### src/rtl/renkon_ctrl_layer.sv
// renkon_ctrl_layer: sequences one conv layer run, streaming each input channel's pixels
// per output group, then draining the pipeline and waiting for the output stage.
module renkon_ctrl_layer #(
  parameter int LWIDTH  = 10,
  parameter int IMGSIZE = 12,
  parameter int DRAIN   = 8
) (
  input  logic               clk,
  input  logic               xrst,
  input  logic               req,
  input  logic [LWIDTH-1:0]  w_img_size,
  input  logic [LWIDTH-1:0]  w_fil_size,
  input  logic [LWIDTH-1:0]  w_num_in,
  input  logic [LWIDTH-1:0]  w_num_out,
  input  logic               out_end,
  output logic               ack,
  output logic [1:0]         core_state,
  output logic               in_begin,
  output logic               in_valid,
  output logic               in_end,
  output logic               first_input,
  output logic               last_input,
  output logic [IMGSIZE-1:0] img_addr,
  output logic [LWIDTH-1:0]  img_size,
  output logic [LWIDTH-1:0]  fil_size
);
  localparam int DW = (DRAIN > 1) ? $clog2(DRAIN) : 1;
  localparam logic [DW-1:0] DLAST = DW'((DRAIN > 0) ? DRAIN - 1 : 0);
  typedef enum logic [2:0] {S_IDLE, S_BEGIN, S_STREAM, S_DRAIN, S_OUTPUT, S_DONE} state_t;
  state_t r_state;
  logic [LWIDTH-1:0] r_num_in, r_num_out, r_ch, r_grp, r_x, r_y;
  logic [DW-1:0] r_dcnt;
  logic w_zero;
  logic [LWIDTH-1:0] w_img_m1, w_ch_n;
  assign w_zero   = (w_img_size == '0) || (w_num_in == '0) || (w_num_out == '0);
  assign w_img_m1 = img_size - LWIDTH'(1);
  assign w_ch_n   = r_ch + LWIDTH'(1);
  // in_end is registered one cycle ahead, so it doubles as the "current pixel is last" flag
  always_ff @(posedge clk or negedge xrst) begin
    if (!xrst) begin
      r_state <= S_IDLE;
      {ack, core_state, in_begin, in_valid, in_end, first_input, last_input} <= '0;
      img_addr <= '0;
      {img_size, fil_size, r_num_in, r_num_out, r_ch, r_grp, r_x, r_y} <= '0;
      r_dcnt <= '0;
    end else begin
      in_begin <= 1'b0;
      case (r_state)
        S_IDLE, S_DONE: if (req) begin
          img_size  <= w_img_size;
          fil_size  <= w_fil_size;
          r_num_in  <= w_num_in;
          r_num_out <= w_num_out;
          {r_ch, r_grp, r_x, r_y} <= '0;
          img_addr  <= '0;
          r_dcnt    <= '0;
          r_state    <= w_zero ? S_DONE : S_BEGIN;
          ack        <= w_zero;
          core_state <= w_zero ? 2'd0 : 2'd2;
          in_begin   <= !w_zero;
          first_input <= !w_zero;
          last_input  <= !w_zero && (w_num_in == LWIDTH'(1));
        end
        S_BEGIN: begin
          r_state  <= S_STREAM;
          in_valid <= 1'b1;
          in_end   <= (img_size == LWIDTH'(1));
          r_x      <= '0;
          r_y      <= '0;
        end
        S_STREAM: begin
          img_addr <= img_addr + IMGSIZE'(1);
          if (in_end) begin
            in_valid <= 1'b0;
            in_end   <= 1'b0;
            if (last_input) begin
              r_dcnt     <= '0;
              r_state    <= (DRAIN == 0) ? S_OUTPUT : S_DRAIN;
              core_state <= (DRAIN == 0) ? 2'd3 : 2'd2;
            end else begin
              r_ch        <= w_ch_n;
              r_state     <= S_BEGIN;
              in_begin    <= 1'b1;
              first_input <= 1'b0;
              last_input  <= (w_ch_n == r_num_in - LWIDTH'(1));
            end
          end else begin
            in_end <= (r_y == w_img_m1) && (r_x + LWIDTH'(1) == w_img_m1);
            r_x    <= (r_x == w_img_m1) ? '0 : r_x + LWIDTH'(1);
            r_y    <= (r_x == w_img_m1) ? r_y + LWIDTH'(1) : r_y;
          end
        end
        S_DRAIN: begin
          r_dcnt     <= r_dcnt + DW'(1);
          r_state    <= (r_dcnt == DLAST) ? S_OUTPUT : S_DRAIN;
          core_state <= (r_dcnt == DLAST) ? 2'd3 : 2'd2;
        end
        S_OUTPUT: if (out_end) begin
          if (r_grp != r_num_out - LWIDTH'(1)) begin
            r_grp       <= r_grp + LWIDTH'(1);
            r_ch        <= '0;
            img_addr    <= '0;
            r_state     <= S_BEGIN;
            core_state  <= 2'd2;
            in_begin    <= 1'b1;
            first_input <= 1'b1;
            last_input  <= (r_num_in == LWIDTH'(1));
          end else begin
            r_state    <= S_DONE;
            ack        <= 1'b1;
            core_state <= 2'd0;
          end
        end
        default: r_state <= S_IDLE;
      endcase
    end
  end
endmodule

### config.mk
export PLATFORM = sky130hd
export DESIGN_NAME = renkon_ctrl_layer
export DESIGN_NICKNAME = d
export VERILOG_FILES = /design/src/rtl/renkon_ctrl_layer.sv
export SDC_FILE = /design/constraint.sdc
export NUM_CORES = 1
export LEC_CHECK = 0
export CAP_MARGIN = 10
export CORE_AREA = 2 2 142 110
export CTS_BUF_LIST = sky130_fd_sc_hd__clkbuf_16
export CTS_CLUSTER_DIAMETER = 120
export DETAILED_ROUTE_END_ITERATION = 7
export DIE_AREA = 0 0 144 112
export PLACE_DENSITY = 0.7
export SYNTH_ARGS = -nofsm -noshare
export SYNTH_HDL_FRONTEND = slang
export SYNTH_SLANG_ARGS = --single-unit
export TNS_END_PERCENT = 1
### constraint.sdc
create_clock -name clk -period 8.9 [get_ports clk]
set_input_delay 1.78 -clock clk [delete_from_list [all_inputs] [get_ports clk]]
set_output_delay 1.78 -clock clk [all_outputs]
set_load 0.05 [all_outputs]
== Word-level counts from Yosys, hierarchy flattened ==
Cells that the tools add are included.

* Equality and inequality tests: 23
* Mux-type cells: 65
* Reduce and logical (&&, ||, !) cells: 28
* Add/sub/neg operators: 9

{| class="wikitable"
|+ Operator list
! kind !! number
|-
| 10-bit 2-to-1 mux || 11
|-
| 10-bit one-hot mux with 3 select lines || 3
|-
| 10-bit by 1-bit adder with 10-bit output, second input constant || 4
|-
| 10-bit equality test || 4
|-
| 12-bit 2-to-1 mux || 3
|-
| 12-bit one-hot mux with 3 select lines || 1
|-
| 10-bit by 1-bit equality test with 1-bit output, second input constant || 3
|-
| 10-bit zero test || 3
|-
| 10-bit by 1-bit subtractor with 10-bit output, second input constant || 3
|-
| 3-bit 2-to-1 mux || 9
|-
| 1-bit 2-to-1 mux || 21
|-
| 10-bit one-hot mux with 2 select lines || 1
|-
| 4-bit AND reduction || 5
|-
| 2-bit != test, second input constant || 9
|-
| 3-bit one-hot mux with 5 select lines || 1
|-
| 2-bit 2-to-1 mux || 7
|-
| 12-bit by 1-bit adder with 12-bit output, second input constant || 1
|-
| 10-bit != test || 1
|-
| 5-bit AND reduction || 2
|-
| 3-bit equality test, second input constant || 3
|-
| 1-bit one-hot mux with 3 select lines || 3
|-
| 3-bit one-hot mux with 3 select lines || 1
|-
| 3-bit nonzero test || 3
|-
| 2-bit one-hot mux with 4 select lines || 1
|-
| 14 further kinds || 22
|}

* Word-level logic and storage cells: 143
* Bits of input ports: 44
* Flip-flop bits (word level): 106
* Output and inout bits: 40

== Logic depth before layout (Yosys ltp) ==
* Word-level depth: 7
* Mapped depth: 13
* Gate-level depth less buffers: 10

== Least setup slack after synthesis ==
Ideal clock, no wire load.

* Path kind: input -> register
* Start point: input port req
* End point: register img_addr[10]
* Buffers on the path: 0
* Stages on the path: 6
* Path slack: 5607 ps
* Setup time: 67 ps
* Required time: 8833 ps
* Arrival time: 3226 ps
* Cells stage by stage: or3_1 > a21o_1 > and2_2 > and2_2 > or4_1 > nand2_1

* Word-level cells in the longest chain between the ends: 2

{| class="wikitable"
|+ Ends and longest elaborated chain
! element !! line !! text
|-
| start, declared || 10 || <nowiki>input logic req,</nowiki>
|-
| 2-bit != test (no source line) || -- ||
|-
| 4-bit AND reduction (no source line) || -- ||
|-
| end signal, assigned || 72 || <nowiki>img_addr <= img_addr + IMGSIZE'(1);</nowiki>
|-
| end, declared || 23 || <nowiki>output logic [IMGSIZE-1:0] img_addr,</nowiki>
|}

Every way passes these cells.
A chain may end at the register's enable or synchronous reset.

== Worst setup path after layout ==
* Start point: input port w_num_out[5]
* End point: register r_state[2]

* Word-level cells in the longest chain between the ends: 5

{| class="wikitable"
|+ Ends and longest elaborated chain
! element !! line !! text
|-
| start, declared || 14 || <nowiki>input logic [LWIDTH-1:0] w_num_out,</nowiki>
|-
| 10-bit zero test || 35 || <nowiki>assign w_zero = (w_img_size == '0) || (w_num_in == '0) || (w_num_out == '0);</nowiki>
|-
| 1-bit logical OR || 35 ||
|-
| 3-bit 2-to-1 mux || 57 || <nowiki>r_state <= w_zero ? S_DONE : S_BEGIN;</nowiki>
|-
| 3-bit 2-to-1 mux || 49 || <nowiki>S_IDLE, S_DONE: if (req) begin</nowiki>
|-
| 3-bit one-hot mux with 5 select lines || 48 || <nowiki>case (r_state)</nowiki>
|-
| end signal, assigned || 57 ||
|-
| end signal, assigned || 78 || <nowiki>r_state <= (DRAIN == 0) ? S_OUTPUT : S_DRAIN;</nowiki>
|-
| end signal, assigned || 95 || <nowiki>r_state <= (r_dcnt == DLAST) ? S_OUTPUT : S_DRAIN;</nowiki>
|-
| end, declared || 30 || <nowiki>state_t r_state;</nowiki>
|}

Every way passes these cells. The select of a mux whose other input is x is not followed.

==> results_dict.tcl <==
set metrics [dict create \
    status "finished, final reports clean" \
    dp_slack_ns 4.63 \
    grt_pass1_vias 5315 \
    ant_nets 0 \
    skew_ns 0.00793 \
    yosysMostFrequentCell "nand2_1" \
    antenna_cells 0 \
    clockRootBuffer "clkbuf_16" \
    highest_layer "met4" \
    power.density_nw_per_um2 315 \
    cts.sinks 106 \
    drtIter0Drc 358 \
    synth_largest_area_cell "dfrtp_1" \
    synth.distinct_cells 73 \
    r2r_slack_ns 5.31 \
    holdCritStartpoint "fil_size[8]" \
    cts_hold_buffers 0 \
    wire_per_inst_um 15.5 \
    holdPathEnd "fil_size[8]" \
    hold_class "reg -> reg" \
    coreArea_um2 14800 \
    grt_antenna_before_repair 0 \
    setup_slack_ns 5.18 \
    final_layout_size_suffix_gt1_share_pct 5.40 \
    drc 0 \
    cp-start-kind "primary input" \
    synth-seq-cells 106 \
    drt_wl_total_um 16100 \
    firstDrtPassIters 5 \
    drv_cap 0 \
    hold_depth 2 \
    clk_latency_ns 0.36 \
    final_hold_viol_count 0 \
    area_growth_pct 18.9 \
    slowest_delay_ns 0.54 \
    ys.flop_type "dfrtp_1" \
    ys_top_cells_by_area "dfrtp_1, nand2_1, xnor2_1" \
    die_height_um 112 \
    crit_slowest_cell "or4_1" \
    worstPathRequired_ns 9.20 \
    ir_worst_vdd_v 0.000177 \
    clockBufferDepth 2 \
    postSynthAreaPerCell_um2 8.52 \
    ios 84 \
    vias 5691 \
    routed-wl-met3_um 1070 \
    relSlewSlack_pct 44.9 \
    rsz0062_at_grt "no" \
    cellLeakagePower_nw 3.29 \
    cts_buffers 9 \
    synth_edf_count 0 \
    cts_tree "built" \
    rr_worst_depth 10 \
    die_area_um2 16100 \
    grt_max_degree 63 \
    syn-cell-area_um2 6500 \
    place.gp.congestion 0.880 \
    m1WireLength_um 7920 \
    crit_path_max_fanout 5 \
    gr-usage-all-layers_pct 21.1 \
    criticalPathCategory "in -> reg" \
    finalCritPeriodShare_pct 41.8 \
    dp_hpwl_um 11600 \
    wl_met2_um 6950 \
    synth_nets 819 \
    finalMaxSlewViolations 0 \
    finalSetupViolations 0 \
    netlist_top_cells_count "nand2_1, dfrtp_1, o21ai_0" \
    grt_overflow 0 \
    port_buffers 83 \
    start_util_pct 44.0 \
    synth_warnings 0 \
    async_reset_ff_share_pct 100 \
    synthCells 763 \
    die_w_um 144 \
    path_cells "clkdlybuf4s50_1 > or4_1 > nor4_1 > a311oi_1 > or3_1 > a21oi_1 > o22a_1" \
    min_period_ns 3.72 \
    htreeDepth 3 \
    crit_arrival_ns 4.01 \
    setup_tns_ns 0 \
    ctsResizeCount 0 \
    regToRegEndpoint "r_y[5]" \
    synth_top_area_share_pct 40.8 \
    synth-seq-area-share_pct 40.8 \
    row_count 39 \
    cp-end-kind "register" \
    rr_startpoint "img_size[0]" \
    postCtsSetupRepairBufs 0 \
    vias_per_cell 5.48 \
    path_clk_slew_ns 0.07 \
    grt_pass1_wl_um 27200 \
    worst-slew-pin-transition_ns 0.827 \
    fmaxAchievable_mhz 269 \
    nets 885 \
]
==> state kept, by name (all words and copies together) (netlist names) <==
| signal | cells |
|---|---|
| r_grp | 10 |
| fil_size | 10 |
| in_valid | 1 |
| first_input | 1 |
| in_end | 1 |
| r_num_out | 10 |
| r_y | 10 |
| r_ch | 10 |
| r_state | 3 |
| img_addr | 12 |
| r_num_in | 10 |
| img_size | 10 |
| r_dcnt | 3 |
| in_begin | 1 |
| core_state | 2 |
| ack | 1 |
| last_input | 1 |
| r_x | 10 |
==> critical path, delay by kind of cell <==
family	cells	cell delay, ns
AND/OR/NAND/NOR	3	1.30
AO/OA/AOI/OAI	3	0.51
buffers and inverters	1	0.42
==> routing by layer <==
metal	GRT usage, %	up-vias
met5	0	-
met2	30.1	152
met3	5.72	11
met1	32.2	2713
met4	4.25	0
li1	-	2815
==> area by class of cell <==
type                    instances  area [um2]
inverters                      17        63.8
flip-flops and latches        106        2650
clock inverters                 6        43.8
repair buffers                 88         870
fillers                      1363        7050
multi-input cells             607        3620
clock buffers                   9         225
well taps                     205         256
==> logic make-up after synthesis <==
| family | Yosys count | share of synthesized area, % |
|---|---|---|
| xor+xnor | 67 | 9.57 |
| simple gates | 365 | 27.3 |
| compound gates | 155 | 15.1 |
| flops | 106 | 40.8 |
| fa+ha+maj | 12 | 2.31 |
| buf+inv | 50 | 3.60 |
| mux | 8 | 1.29 |
==> power breakdown <==
group,total [W],internal [W],switching (W),leakage (nW)
combinational,0.00128,0.000480,0.000799,1.76
sequential,0.000784,0.000605,0.000179,1.40
clock,0.000375,0.000189,0.000186,0.125
==> per-stage QoR <==
stage / hold slack (ns) / instance area (um2) / total power (W) / utilization (%) / cells
floorplan: 0.470 / 6500 / 0.00172 / - / 763
global placement: 0.457 / 7450 / 0.00204 / 50.4 / 1022
detailed placement: 0.462 / 7450 / 0.00206 / 50.4 / 1022
CTS: 0.480 / 7720 / 0.00244 / 52.2 / 1037
global route: 0.515 / 7730 / 0.00263 / 52.3 / 1038
finish: 0.473 / 7730 / 0.00244 / 52.3 / 1038
==> worst max path at each step <==
stage,startpoint,endpoint,slack [ns],cells after the start
after floorplan,req,img_addr[10],5.61,6
after global placement,req,r_x[9],4.65,7
after detailed placement,req,r_x[9],4.63,7
after CTS,req,r_x[6],4.99,7
after global routing,w_num_in[4],last_input,4.93,9
final,w_num_out[5],r_state[2],5.18,7
==> layout by cell type (no fill, tap or decap), drive strengths merged, types with 3 or more instances in the layout <==
cell type      instances
nor4                  11
and2                  10
nand3                 30
clkdlybuf4s50         82
o31ai                 14
inv                   18
a211oi                 4
nand4                  8
xor2                  24
a31oi                  7
buf                    6
dfrtp                106
nor3                  17
ha                    12
o21ai                 60
nand2                158
or3                   21
nand3b                 5
o41ai                  3
or3b                   3
and3                  11
a22o                   7
o2111ai                3
nand2b                 8
mux2i                  5
xnor2                 41
clkbuf                 9
nor2b                  5
a21oi                 33
o211ai                 5
or4                   10
clkinvlp               3
mux2                   3
nor2                  57
a311oi                 3
No activity file was read; power rests on OpenSTA's default activity.
